### src/rtl/draw_sprite_layer_pkg.sv
// Shared types and constants for the sprite compositor stage of the VGA draw chain.
package draw_sprite_layer_pkg;

   typedef logic [11:0] coord_t;
   typedef logic [11:0] rgb_t;

   localparam rgb_t        TRANSPARENT_RGB = 12'h0F0;
   localparam int unsigned H_VISIBLE       = 1024;
   localparam int unsigned V_VISIBLE       = 768;

   typedef struct packed {
      coord_t vcount;
      logic   vsync;
      logic   vblnk;
      coord_t hcount;
      logic   hsync;
      logic   hblnk;
      rgb_t   rgb;
   } vga_t;

endpackage

### src/rtl/draw_sprite_layer_hit_addr.sv
// Per-sprite hit test and ROM address generation, registered one clock after the counters.
module sprite_hit_addr
   import draw_sprite_layer_pkg::*;
#(
   parameter int unsigned SPR_W   = 32,
   parameter int unsigned SPR_H   = 32,
   parameter int unsigned ADDR_W  = 12,
   parameter int unsigned FRAME_W = 2
) (
   input  logic               clk60MHz,
   input  logic               rst,
   input  coord_t             spr_x,
   input  coord_t             spr_y,
   input  logic               spr_en,
   input  logic [FRAME_W-1:0] frame,
   input  coord_t             hcount,
   input  coord_t             vcount,
   input  logic               hblnk,
   input  logic               vblnk,
   output logic               hit_q,
   output logic [ADDR_W-1:0]  addr_q
);

   logic              hit_d;
   logic [ADDR_W-1:0] addr_d;
   logic [12:0]       h13, v13, x13, y13;
   logic [31:0]       dx, dy, base;

   always_comb begin
      // 13-bit compare so the far edge never wraps back to column/row 0
      h13   = {1'b0, hcount};
      v13   = {1'b0, vcount};
      x13   = {1'b0, spr_x};
      y13   = {1'b0, spr_y};
      hit_d = spr_en && !hblnk && !vblnk &&
              (h13 >= x13) && (h13 < x13 + 13'(SPR_W)) &&
              (v13 >= y13) && (v13 < y13 + 13'(SPR_H));
      dx     = 32'(coord_t'(hcount - spr_x));
      dy     = 32'(coord_t'(vcount - spr_y));
      base   = 32'(frame) * SPR_W * SPR_H;
      addr_d = hit_d ? ADDR_W'(base + dy * SPR_W + dx) : '0;
   end

   always_ff @(posedge clk60MHz or negedge rst) begin
      if (!rst) begin
         hit_q  <= 1'b0;
         addr_q <= '0;
      end else begin
         hit_q  <= hit_d;
         addr_q <= addr_d;
      end
   end

endmodule

### src/rtl/draw_sprite_layer.sv
// Overlays NUM_SPR animated sprites on the vga stream with a fixed 3-clock latency.
module draw_sprite_layer
   import draw_sprite_layer_pkg::*;
#(
   parameter int unsigned NUM_SPR     = 4,
   parameter int unsigned SPR_W       = 32,
   parameter int unsigned SPR_H       = 32,
   parameter int unsigned FRAMES      = 4,
   parameter int unsigned FRAME_DIV   = 8,
   parameter int unsigned ADDR_W      = 12,
   parameter rgb_t        TRANSPARENT = TRANSPARENT_RGB
) (
   input  logic                      clk60MHz,
   input  logic                      rst,
   input  logic [NUM_SPR*12-1:0]     spr_xpos,
   input  logic [NUM_SPR*12-1:0]     spr_ypos,
   input  logic [NUM_SPR-1:0]        spr_en,
   input  logic [NUM_SPR-1:0]        spr_anim_en,
   output logic [NUM_SPR*ADDR_W-1:0] pixel_addr,
   input  logic [NUM_SPR*12-1:0]     rgb_pixel,
   input  vga_t                      in,
   output vga_t                      out
);

   localparam int unsigned FRAME_W = (FRAMES > 1) ? $clog2(FRAMES) : 1;
   localparam int unsigned DIV_W   = (FRAME_DIV > 1) ? $clog2(FRAME_DIV) : 1;

   if (FRAMES * SPR_W * SPR_H > (1 << ADDR_W)) begin : g_err_rom
      $error("sprite frames do not fit in the ROM address space");
   end
   if (FRAME_DIV < 1) begin : g_err_div
      $error("FRAME_DIV must be at least 1");
   end

   logic               vsync_prev_q;
   logic [DIV_W-1:0]   div_q, div_d;
   coord_t             x_q [NUM_SPR];
   coord_t             x_d [NUM_SPR];
   coord_t             y_q [NUM_SPR];
   coord_t             y_d [NUM_SPR];
   logic [FRAME_W-1:0] frame_q [NUM_SPR];
   logic [FRAME_W-1:0] frame_d [NUM_SPR];
   logic [NUM_SPR-1:0] en_q, en_d, anim_q, anim_d;
   logic [NUM_SPR-1:0] hit1, hit2_q;
   vga_t               vga1_q, vga2_q, out_q, out_d;
   logic               vs_rise, div_wrap;

   always_comb begin
      vs_rise  = in.vsync & ~vsync_prev_q;
      div_wrap = (div_q == DIV_W'(FRAME_DIV - 1));
      div_d    = div_q;
      x_d      = x_q;
      y_d      = y_q;
      en_d     = en_q;
      anim_d   = anim_q;
      frame_d  = frame_q;
      if (vs_rise) begin
         div_d  = div_wrap ? '0 : div_q + 1'b1;
         en_d   = spr_en;
         anim_d = spr_anim_en;
         for (int i = 0; i < NUM_SPR; i++) begin
            x_d[i] = spr_xpos[12*i +: 12];
            y_d[i] = spr_ypos[12*i +: 12];
            // Frame advance follows the anim_en being latched on this same rise
            if (!spr_anim_en[i]) begin
               frame_d[i] = '0;
            end else if (div_wrap) begin
               frame_d[i] = (frame_q[i] == FRAME_W'(FRAMES - 1)) ? '0 : frame_q[i] + 1'b1;
            end
         end
      end
   end

   for (genvar g = 0; g < NUM_SPR; g++) begin : g_spr
      sprite_hit_addr #(
         .SPR_W  (SPR_W),
         .SPR_H  (SPR_H),
         .ADDR_W (ADDR_W),
         .FRAME_W(FRAME_W)
      ) u_hit_addr (
         .clk60MHz(clk60MHz),
         .rst     (rst),
         .spr_x   (x_q[g]),
         .spr_y   (y_q[g]),
         .spr_en  (en_q[g]),
         .frame   (frame_q[g]),
         .hcount  (in.hcount),
         .vcount  (in.vcount),
         .hblnk   (in.hblnk),
         .vblnk   (in.vblnk),
         .hit_q   (hit1[g]),
         .addr_q  (pixel_addr[ADDR_W*g +: ADDR_W])
      );
   end

   // Walk from highest to lowest index so the lowest opaque sprite is written last
   always_comb begin
      out_d = vga2_q;
      for (int i = 0; i < NUM_SPR; i++) begin
         if (hit2_q[NUM_SPR-1-i] && (rgb_pixel[12*(NUM_SPR-1-i) +: 12] != TRANSPARENT)) begin
            out_d.rgb = rgb_pixel[12*(NUM_SPR-1-i) +: 12];
         end
      end
   end

   always_ff @(posedge clk60MHz or negedge rst) begin
      if (!rst) begin
         vsync_prev_q <= 1'b0;
         div_q        <= '0;
         en_q         <= '0;
         anim_q       <= '0;
         for (int i = 0; i < NUM_SPR; i++) begin
            x_q[i]     <= '0;
            y_q[i]     <= '0;
            frame_q[i] <= '0;
         end
         vga1_q <= '0;
         vga2_q <= '0;
         hit2_q <= '0;
         out_q  <= '0;
      end else begin
         vsync_prev_q <= in.vsync;
         div_q        <= div_d;
         en_q         <= en_d;
         anim_q       <= anim_d;
         x_q          <= x_d;
         y_q          <= y_d;
         frame_q      <= frame_d;
         vga1_q       <= in;
         vga2_q       <= vga1_q;
         hit2_q       <= hit1;
         out_q        <= out_d;
      end
   end

   assign out = out_q;

endmodule

### config.mk
export PLATFORM = sky130hd
export DESIGN_NAME = draw_sprite_layer
export DESIGN_NICKNAME = d
export VERILOG_FILES = /design/src/rtl/draw_sprite_layer_pkg.sv /design/src/rtl/draw_sprite_layer_hit_addr.sv /design/src/rtl/draw_sprite_layer.sv
export SDC_FILE = /design/constraint.sdc
export NUM_CORES = 1
export LEC_CHECK = 0
export ABC_AREA = 1
export CORE_MARGIN = 2
export CORE_UTILIZATION = 60
export DETAILED_ROUTE_END_ITERATION = 8
export HOLD_SLACK_MARGIN = 0.02
export PLACE_DENSITY = 0.95
export SLEW_MARGIN = 20
export SYNTH_ARGS = -nofsm -noshare
export SYNTH_HDL_FRONTEND = slang
export SYNTH_SLANG_ARGS = --single-unit
### constraint.sdc
create_clock -name clk60MHz -period 8.6 [get_ports clk60MHz]
set_input_delay 0.86 -clock clk60MHz [delete_from_list [all_inputs] [get_ports clk60MHz]]
set_output_delay 0.86 -clock clk60MHz [all_outputs]
set_load 0.05 [all_outputs]
=== Word-level counts from Yosys, hierarchy flattened ===
Cells that the tools add are included.

* Flip-flop bits (word level): 287
* Input bits: 194
* Logic and storage cells: 159

* Add/sub/neg operators: 29
* $lt $le $gt $ge: 16
* Eq/ne operators: 13
* Mux-type cells: 21
* Bitwise operators: 2
* Reduce and logical (&&, ||, !) cells: 34

{| class="wikitable"
|+ Operators with widths
! operator !! number
|-
| adder 12 x 6 -> 13 bit, second input constant || 8
|-
| < comparator 12 x 13 -> 1 bit || 8
|-
| adder 12 bit || 8
|-
| greater-or-equal comparator 12 bit || 8
|-
| two-way mux 12 bit || 8
|-
| != test 12 x 8 -> 1 bit, second input constant || 4
|-
| subtractor 12 bit || 4
|-
| logical AND 1 bit || 28
|-
| subtractor 7 bit || 4
|-
| two-way mux 2 bit || 12
|-
| adder 2 x 1 -> 2 bit, second input constant || 4
|-
| equality test 2 bit, second input constant || 4
|-
| != test 2 x 1 -> 1 bit, second input constant || 4
|-
| AND reduction 2 bit || 4
|-
| adder 3 x 1 -> 3 bit, second input constant || 1
|-
| equality test 3 bit, second input constant || 1
|-
| two-way mux 3 bit || 1
|-
| logical NOT 1 bit || 2
|-
| AND 1 bit || 1
|-
| NOT 1 bit || 1
|}

=== Longest topological paths before layout ===
Gate-level depths: netlist of the first run.

* Word-level depth: 8
* Gate-level depth with buffers: 21
* Mapped depth without buffers: 21

=== Hierarchy ===
From an unflattened synthesis of the first run, not the netlist that was laid out.

* Cells, all modules: 2366
* Area total of the unflattened synthesis: 19130.8 µm²

{| class="wikitable"
|+ Modules (own cells, without submodules)
! module !! times used !! cells each !! area each (µm²) !! sequential area each (µm²)
|-
| draw_sprite_layer || 1 || 842 || 8413.1 || 5880.6
|-
| sprite_hit_addr (g_spr[1].u_hit_addr ...) || 2 || 381 || 2701.3 || 325.3
|-
| sprite_hit_addr (g_spr[0].u_hit_addr) || 1 || 392 || 2687.6 || 325.3
|-
| sprite_hit_addr (g_spr[2].u_hit_addr) || 1 || 370 || 2627.5 || 325.3
|}

=== Worst setup path before layout of the first run ===
OpenSTA, ideal clock, no wires.

* Path type: input port to flip-flop
* From: input in[28] in the netlist's numbering
* To: register g_spr[2].u_hit_addr.addr_q[10]
* Setup time: 0.120 ns
* Arrival: 3.678 ns
* Data required time: 8.480 ns
* Slack: 4.802 ns
* Stages: 17
* Path through: inv_1 -> ha_1 -> inv_1 -> fa_1 -> nand2_1 -> nand2_1 -> a21oi_1 -> xnor2_1 -> fa_1 -> ha_1 -> ha_1 -> inv_1 -> nor3_1 -> nand2_1 -> o2111ai_1 -> xor2_1 -> nor2_2

* Longest elaborated chain between the ends: 4
* Elaborated cells on any way between the ends: 8
* Those cells by class: add/sub: 3; order compare: 2; mux: 1; reduce/logical: 2

{| class="wikitable"
|+ Ends and longest elaborated chain
! item !! line !! text
|-
| start: declaration || draw_sprite_layer.sv:21 || <nowiki>input vga_t in,</nowiki>
|-
| subtractor 7 bit / greater-or-equal comparator 12 bit (equally long branches) || draw_sprite_layer_hit_addr.sv:39, draw_sprite_layer_hit_addr.sv:37 ||
|-
| adder 12 bit / logical AND 1 bit (equally long branches) || draw_sprite_layer_hit_addr.sv:41, draw_sprite_layer_hit_addr.sv:36 ||
|-
| adder 12 bit / logical AND 1 bit (equally long branches) || draw_sprite_layer_hit_addr.sv:41, draw_sprite_layer_hit_addr.sv:37 ||
|-
| two-way mux 12 bit (*) || draw_sprite_layer_hit_addr.sv:41 || <nowiki>addr_d = hit_d ? ADDR_W'(base + dy * SPR_W + dx) : '0;</nowiki>
|-
| net g_spr[2].u_hit_addr.addr_d[10] || draw_sprite_layer_hit_addr.sv:25 || <nowiki>logic [ADDR_W-1:0] addr_d;</nowiki>
|-
| end signal: assignment || draw_sprite_layer_hit_addr.sv:50 || <nowiki>addr_q <= addr_d;</nowiki>
|-
| end: declaration || draw_sprite_layer_hit_addr.sv:21 || <nowiki>output logic [ADDR_W-1:0] addr_q</nowiki>
|}

The timed path passes the listed nets; every way through them passes the cells marked *.
A chain may end at the register's enable or synchronous reset.

=== Worst setup path in the final report of the first run ===
* From: input in[29] in the netlist's numbering
* To: register g_spr[2].u_hit_addr.addr_q[11]

The elaborated chain is that of the path after synthesis.

==> results of run 1 <==
==> flip-flops by register name (all words and copies together) (netlist names) <==
signal / count
y_q: 48
vga1_q: 40
en_q: 4
out_d: 28
x_q: 48
div_q: 3
frame_q: 8
g_spr.u_hit_addr.hit_q: 4
hit2_q: 4
out: 40
g_spr.u_hit_addr.addr_q: 48
vga2_q: 12
==> path summary, 6_finish.rpt <==
| kind | startpoint | to | slack, ns | cells after the start |
|---|---|---|---|---|
| hold / removal | rst | vga1_q[0] | 0.26 | 1 |
| max in group asynchronous | rst | vga1_q[35] | 6.99 | 2 |
| min in group clk60MHz | g_spr[3].u_hit_addr.hit_q | hit2_q[3] | 0.34 | 0 |
| hold reg to reg | g_spr[3].u_hit_addr.hit_q | hit2_q[3] | 0.34 | 0 |
| setup / recovery | in[29] | g_spr[2].u_hit_addr.addr_q[11] | 4.38 | 16 |
| setup reg to reg | y_q[12] | g_spr[2].u_hit_addr.addr_q[11] | 5.05 | 17 |
==> metrics by stage <==
| step | instances | instance area [µm²] | total power, mW | hold WS, ns |
|---|---|---|---|---|
| after floorplan | 2096 | 18200 | 3.01 | 0.331 |
| after global placement | 2742 | 21400 | 3.49 | 0.332 |
| after detailed placement | 2742 | 21400 | 3.59 | 0.335 |
| after CTS | 2798 | 22500 | 4.99 | 0.272 |
| after global routing | 2798 | 22500 | 5.35 | 0.293 |
| final | 2799 | 22500 | 5.01 | 0.255 |
==> cell families (layout without fill, tap and decap cells) <==
group,count (synthesis),count (layout),synth area share
AO/OA/AOI/OAI,257,257,0.0759
AND/OR/NAND/NOR,817,817,0.191
flip-flops,287,287,0.394
adder cells (fa/ha/maj),290,290,0.221
XOR/XNOR,90,90,0.0433
buffers and inverters,355,667,0.0749
other,0,1,0
==> routing by layer <==
metal	vias up	wire length [µm]	track usage
li1	7296	-	-
met1	7211	19600	0.388
met2	698	23800	0.543
met3	139	4280	0.0556
met4	0	2310	0.136
met5	-	0	0
==> cell usage in the layout, fill, tap and decap left out, types with 9 or more instances in the layout <==
| master | netlist | final |
|---|---|---|
| a21o_1 | 9 | 9 |
| a21oi_1 | 79 | 79 |
| clkbuf_16 | 0 | 31 |
| clkdlybuf4s50_1 | 0 | 280 |
| dfrtp_1 | 287 | 287 |
| fa_1 | 52 | 52 |
| ha_1 | 238 | 238 |
| inv_1 | 319 | 319 |
| nand2_1 | 476 | 476 |
| nand3_1 | 105 | 105 |
| nand4_1 | 24 | 24 |
| nor2_1 | 139 | 138 |
| nor2_2 | 26 | 26 |
| nor3_1 | 19 | 19 |
| o21ai_0 | 138 | 138 |
| xnor2_1 | 33 | 33 |
| xor2_1 | 57 | 57 |
==> area by class of cell <==
| type | count | area, µm² |
|---|---|---|
| Clock buffer | 44 | 885 |
| Sequential cell | 287 | 7180 |
| Clock inverter | 12 | 165 |
| Antenna cell | 1 | 2.50 |
| Fill cell | 2039 | 7310 |
| Multi-Input combinational cell | 1454 | 9680 |
| Inverter | 322 | 1210 |
| Tap cell | 390 | 488 |
| Timing Repair Buffer | 289 | 2880 |
==> worst max-delay path, stage by stage <==
cell and delay, ns:
clkdlybuf4s50_1 0.78, fa_1 0.62, nand2_1 0.07, nand2_1 0.05, a21oi_1 0.24, xnor2_1 0.19, fa_1 0.45, ha_1 0.31
ha_1 0.37, nand2_1 0.10, nor2_1 0.14, nand3_1 0.11, nand3_1 0.12, nand3b_1 0.11, nand2_1 0.05, nor2_1 0.10
==> power by group <==
group	leakage, nW	internal (mW)	total (mW)	switching, mW
Sequential	3.55	1.46	1.55	0.0813
Clock	0.514	0.830	1.39	0.559
Combinational	7.09	0.817	2.07	1.26
Total	11.2	3.11	5.01	1.90
==> results_dict.tcl, run 1 <==
set metrics [dict create \
    drive_above_1_share 0.0411 \
    ir_worst_vdd_mv 0.182 \
    slew_violations 0 \
    yosysWarnings 0 \
    first_global_vias 15300 \
    dp_slack_ns 3.82 \
    max_slew_margin 0.340 \
    worstMarginPinSlew_ns 0.989 \
    fin_ws_ns 4.38 \
    htree_levels 1 \
    syn_area_mm2 0.0182 \
    finalSetupViolations 0 \
    grt_pass1_wl_mm 77.5 \
    async_flop_share 1.00 \
    post-dp-hpwl_mm 38.6 \
    cts-root-buf "clkbuf_16" \
    cp.required_ns 9.07 \
    yosysMostFrequentCell "nand2_1" \
    routed_via_density 5.48 \
    rsz0062_at_grt "no" \
    grt_max_degree 111 \
    post_cts_buffers 0 \
    rows 63 \
    end_kind "flop" \
    clkLatencyLatePin_ns 0.57 \
    wire_per_inst_um 17.8 \
    clk_pin_slew_ns 0.06 \
    drtPass1Iterations 6 \
    finalClockSkew_ns 0.0151 \
    cts_made_buffers 31 \
    synthTopCellsByArea "dfrtp_1, ha_1, nand2_1" \
    path_max_fanout 9 \
    synth_top_area_share 0.394 \
    vias 15300 \
    synth-seq-area-share 0.394 \
    clock.fmax_mhz 237 \
    syn_inst 2096 \
    die-area_mm2 0.0318 \
    ioPinCount 282 \
    synth_flop_cell "dfrtp_1" \
    outcome "complete, no violations" \
    utilization 0.755 \
    crit_type "primary input to flop" \
    gp_congestion 0.979 \
    io_buffers 281 \
    cp-start-kind "primary input" \
    yosys.cell_types.count 38 \
    fin_nets 2869 \
    initial_core_util 0.611 \
    cts_tree "built" \
    routed_wl_mm 49.9 \
    max-cap-violations 0 \
    post_cts_resize_count 0 \
    cellPowerDensity_mw_per_mm2 223 \
    syn2layout_area_growth_pct 23.4 \
    synth_area_leader_cell "dfrtp_1" \
    syn_nets 2580 \
    period_minus_slack_ns 4.22 \
    grt_usage 0.314 \
    die_y_um 178 \
    hold_viol 0 \
    grt_overflow 0 \
    postRouteAntennaNets 0 \
    synth_common_cells "nand2_1, inv_1, dfrtp_1" \
    cp_data_arrival_time_ns 4.69 \
    clk_path_buf_depth 3 \
    drcViolationCount 0 \
    ys_ff_latch 287 \
    hold_buffers 0 \
    cts.sinks 287 \
    antenna_found_initial 0 \
    die_w_um 178 \
    hold_path.class "primary input to async pin" \
    synth.avg_cell_area_um2 8.69 \
    tns_ns 0 \
    core_mm2 0.0298 \
    synth-edff-count 0 \
    drtIter0Drc 1189 \
    p_leak_nw 11.2 \
    period_share 0.491 \
]
(Power assumes the default switching activity.)
==> run 2: changes to the inputs <==
CORE_UTILIZATION = 55   (was 60)
PLACE_DENSITY = 0.89   (was 0.95)
clock period = 4.42 ns   (was 8.6 ns; I/O delays follow)
==> run 2 against run 1 <==
Compared with the run above:
- count of clock-buffer cells in the layout down 9
- critical path type unchanged
- via count fell by 1.7%
- clock skew is 0.0061 ns lower
- clock power is 95% higher
- combinational power grew 95%
- largest power group unchanged
- sequential power is 94% higher
- register-to-register slack worse by 4.2 ns
- cell count is 2.3% higher
- non-clock buffer count is 10 higher
==> results_dict.tcl, run 2 (synthesis gave the netlist of run 1 again) <==
set metrics [dict create \
    final_cell_mix "nand2_1, inv_1, dfrtp_1" \
    end_kind "flop" \
    cts-root-buf "clkbuf_16" \
    core_mm2 0.0326 \
    p_leak_nw 11.2 \
    outcome "complete, no violations" \
    numPlacedInstances 2803 \
    max_slew_margin 0.465 \
    cp_slowest_cell "fa_1" \
    drtPass1Iterations 5 \
    post_dp_cell_area_mm2 0.0216 \
    ioPinCount 282 \
    io_buffers 281 \
    die_w_um 186 \
    period_share 0.849 \
    final_common_cell "nand2_1" \
    vias 15100 \
    instances_no_fill 2862 \
    cts_made_buffers 31 \
    drtIter0Drc 841 \
    slew_violations 0 \
    hold_path.class "primary input to flop" \
    critPathMaxStageDelay_ns 0.45 \
    grt_usage 0.288 \
    regToRegSetupSlack_ns 0.88 \
    cts.sinks 287 \
    first_global_vias 15400 \
    fin_nets 2879 \
    die-area_mm2 0.0346 \
    critPathBufInv 4 \
    cp.required_ns 4.86 \
    grt_use_met1 0.358 \
    hold_viol 0 \
    fin_area_mm2 0.0227 \
    holdCritStartpoint "in[7]" \
    antenna_found_initial 1 \
    gp_congestion 0.948 \
    finalClockSkew_ns 0.00895 \
    die_y_um 186 \
    n_fill_cell 2471 \
    grt_overflow 0 \
    fin_ws_ns 0.668 \
    syn2layout_area_growth_pct 24.5 \
    finalPower_mw 9.74 \
    clkLatencyLatePin_ns 0.58 \
    busiest_layer "met2" \
    htree_levels 1 \
    r2r_cells 17 \
    wire_per_inst_um 17.1 \
    path_cells "clkdlybuf4s50_1, inv_1, ha_1, inv_1, fa_1, nand2_1, nand2_1, a21oi_1, xnor2_1, fa_1, ha_1, ha_1, nand2_1, inv_1, a21oi_1, nand3_1, nand3b_1, nand2_1, nor2_1" \
    period_minus_slack_ns 3.75 \
    finalSetupViolations 0 \
    clock.fmax_mhz 267 \
    grt_max_degree 138 \
    clk_path_buf_depth 3 \
    critPathTopFamily "adder cells" \
    routed_via_density 5.27 \
    rows 66 \
    top_regs "g_spr.u_hit_addr.addr_q x48, x_q x48, y_q x48" \
    crit_type "primary input to flop" \
    reg2reg_from "y_q[12]" \
    grt_pass1_wl_mm 77.5 \
    max-cap-violations 0 \
    drive_above_1_share 0.0475 \
    r2r_end "g_spr[2].u_hit_addr.addr_q[11]" \
    postRouteAntennaNets 0 \
    cellPowerDensity_mw_per_mm2 429 \
    cp_data_arrival_time_ns 4.19 \
    hold_buffers 1 \
    dp_slack_ns 0.118 \
    drcViolationCount 0 \
    worstMarginPinSlew_ns 0.802 \
    tns_ns 0 \
    min_delay_worst_endpoint "vga1_q[7]" \
    use_met2 0.492 \
    post_cts_resize_count 0 \
    path_max_fanout 4 \
    gr-usage-met3 0.0526 \
    path_common_cell "nand2_1" \
    rsz0062_at_grt "no" \
    ir_worst_vdd_mv 0.345 \
    hold_depth 1 \
    routed_wl_mm 49.0 \
    post_cts_buffers 0 \
    cp-start-kind "primary input" \
    clk_pin_slew_ns 0.06 \
    cts_tree "built" \
    post-dp-hpwl_mm 38.4 \
    initial_core_util 0.559 \
]
run 2: changes by cell type in the layout (fill, tap and decap cells not counted), sizes merged:
cell / change
buf: +9
clkbuf: -9
dlygate4sd3: +1
clkinvlp: +4
inv: +2
clkinv: +4
run 2: cell type report:
| cell class | instances | area (µm²) | area share |
|---|---|---|---|
| repair buffers | 299 | 2980 | 0.131 |
| clock inverters | 22 | 251 | 0.0111 |
| diodes | 1 | 2.50 | 0.000110 |
| flip-flops and latches | 287 | 7180 | 0.317 |
| clock buffers | 35 | 821 | 0.0362 |
| multi-input cells | 1454 | 9680 | 0.427 |
| inverters | 322 | 1210 | 0.0533 |
| well taps | 442 | 553 | 0.0244 |
run 2: per-layer routing:
layer,up-vias,part of all wire
met5,-,0
met4,0,0.046
met3,139,0.076
met2,588,0.47
met1,7044,0.41
li1,7305,-
run 2: metrics by stage:
stage / hold slack (ns) / util
floorplan: 0.146 / -
global placement: 0.331 / 0.662
detailed placement: 0.335 / 0.662
CTS: 0.293 / 0.695
global route: 0.297 / 0.695
finish: 0.316 / 0.695
run 2: power by group:
group          total, mW  internal [mW]  switching [mW]
registers           3.00           2.85           0.156
logic               4.03           1.59            2.44
clock network       2.71           1.58            1.13
total               9.74           6.02            3.72
run 2: how the worst max path moves through the flow:
stage	start	endpoint	cells past startpoint
CTS	in[28]	g_spr[2].u_hit_addr.addr_q[11]	19
global route	in[28]	g_spr[2].u_hit_addr.addr_q[11]	21
floorplan	in[28]	g_spr[2].u_hit_addr.addr_q[10]	17
global placement	in[28]	g_spr[2].u_hit_addr.addr_q[10]	18
detailed placement	in[28]	g_spr[2].u_hit_addr.addr_q[11]	19
finish	in[28]	g_spr[2].u_hit_addr.addr_q[11]	19
==> run 3: changes to the inputs <==
CORE_UTILIZATION = 50   (was 55)
PLACE_DENSITY = 0.86   (was 0.89)
clock period = 3.27 ns   (was 4.42 ns; I/O delays follow)
==> run 3 against run 2 <==
Compared with the run above:
- the flow now finishes with violations (negative setup slack)
- sequential cell count did not move
- wire length rose by 7.7%
- first-iteration DRC count rose by 30%
- non-clock buffer count rose by 111
- critical endpoint unchanged
==> results_dict.tcl, run 3 (synthesis gave the netlist of run 1 again) <==
set metrics [dict create \
    numPlacedInstances 2920 \
    post-dp-hpwl_mm 39.6 \
    finalPower_mw 15.6 \
    r2r_end "g_spr[2].u_hit_addr.addr_q[11]" \
    hold_depth 1 \
    path_cells "ha_2, inv_2, fa_2, nand2_2, nand2_2, a21oi_4, xnor2_2, fa_2, inv_2, fa_1, inv_2, ha_4, inv_2, o21bai_1, a21oi_2, nand3_2, nand3b_1, nand2_1, nor2_1" \
    insertedDiodeCount 0 \
    path_common_cell "inv_2" \
    crit_type "flop to flop" \
    ioPinCount 282 \
    cp-start-kind "flop" \
    instances_no_fill 2996 \
    routed_wl_mm 52.8 \
    gp_congestion 1.04 \
    drcViolationCount 0 \
    finalSetupViolations 1 \
    cp.required_ns 3.68 \
    syn2layout_area_growth_pct 34.2 \
    max_slew_margin 0.465 \
    critPathMaxStageDelay_ns 0.57 \
    cts.sinks 287 \
    grt_overflow 0 \
    grt_usage 0.270 \
    critPathTopFamily "adder cells" \
    outcome "finished, violations left" \
    clk_pin_slew_ns 0.06 \
    drive_above_1_share 0.136 \
    final_common_cell "nand2_1" \
    htree_levels 2 \
    drtIter0Drc 1092 \
    regToRegSetupSlack_ns -0.22 \
    grt_max_degree 143 \
    cp_data_arrival_time_ns 3.90 \
    finalClockSkew_ns 0.0295 \
    hold_viol 0 \
    violations "negative setup slack" \
    max-cap-violations 0 \
    fin_ws_ns -0.220 \
    r2r_cells 19 \
    holdCritStartpoint "in[10]" \
    clk_path_buf_depth 3 \
    slew_violations 0 \
    die_w_um 195 \
    rows 69 \
    cts-root-buf "clkbuf_16" \
    initial_core_util 0.510 \
    dp_slack_ns -0.725 \
    p_leak_nw 11.9 \
    min_delay_worst_endpoint "vga1_q[10]" \
    wire_per_inst_um 17.6 \
    final_cell_mix "nand2_1, inv_1, dfrtp_1" \
    vias 15900 \
    period_minus_slack_ns 3.49 \
    reg2reg_from "y_q[12]" \
    worstMarginPinSlew_ns 0.801 \
    fin_area_mm2 0.0245 \
    rsz0062_at_grt "yes" \
    antenna_found_initial 0 \
    io_buffers 281 \
    end_kind "flop" \
    die_y_um 195 \
    fin_nets 2993 \
    top_regs "g_spr.u_hit_addr.addr_q x48, x_q x48, y_q x48" \
    ir_worst_vdd_mv 0.369 \
    critPathBufInv 4 \
    period_share 1.07 \
    cellPowerDensity_mw_per_mm2 639 \
    drtPass1Iterations 6 \
    tns_ns -0.220 \
    path_max_fanout 2 \
    cts_made_buffers 34 \
    clock.fmax_mhz 287 \
    utilization 0.684 \
    grt_pass1_wl_mm 81.5 \
    routed_via_density 5.31 \
    first_global_vias 16200 \
    cts_tree "built" \
    post_dp_cell_area_mm2 0.0224 \
    holdWs_ns 0.243 \
    die-area_mm2 0.0380 \
    clkLatencyLatePin_ns 0.55 \
    cp_slowest_cell "fa_1" \
    postRouteAntennaNets 0 \
    hold_path.class "primary input to flop" \
    core_mm2 0.0357 \
]
run 3: changes by cell type in the layout (fill, tap and decap cells not counted), sizes merged, moves of 2 or more:
cell and delta:
buf +110, clkbuf +9, clkinv -5, clkinvlp -2
inv +3
run 3: worst max path at each step:
stage / endpoint / from / slack (ns) / cells after the start
6_report: g_spr[2].u_hit_addr.addr_q[11] / y_q[12] / -0.22 / 19
5_1_grt: g_spr[2].u_hit_addr.addr_q[11] / y_q[12] / -0.30 / 19
4_1_cts: g_spr[2].u_hit_addr.addr_q[11] / y_q[12] / -0.07 / 19
3_5_place_dp: g_spr[0].u_hit_addr.addr_q[11] / in[28] / -0.72 / 22
3_3_place_gp: g_spr[0].u_hit_addr.addr_q[11] / in[28] / -0.63 / 22
2_1_floorplan: g_spr[2].u_hit_addr.addr_q[10] / in[28] / 0.005 / 17
run 3: routing by layer:
metal  GRT usage  vias to the layer above  share of wire
met1       0.332                     7473           0.39
met4       0.154                        0          0.065
met3      0.0456                      202          0.073
li1            -                     7531              -
met5           0                        -              0
met2       0.452                      688           0.47
run 3: final cells by class:
class                   count  area, µm²
flip-flops and latches    287       7180
clock inverters            18        234
repair buffers            410       3910
well taps                 461        577
clock buffers              44        960
inverters                 322       1210
fillers                  2644      11300
multi-input cells        1454      10400
run 3: what timing repair did:
action / CTS / global route
hold buffers: 1 / 1
setup endpoints to repair: 12 / 16
resized for setup: 26 / 116
buffers inserted: 2 / 10
pin swaps: 23 / 55
hold endpoints to repair: 90 / 1
run 3: report_power, final:
part | internal (mW) | total, mW | leakage [nW] | switching, mW
Clock | 2.42 | 4.01 | 0.577 | 1.58
Combinational | 3.48 | 7.56 | 7.78 | 4.09
Sequential | 3.85 | 4.07 | 3.55 | 0.216
Total | 9.75 | 15.6 | 11.9 | 5.89
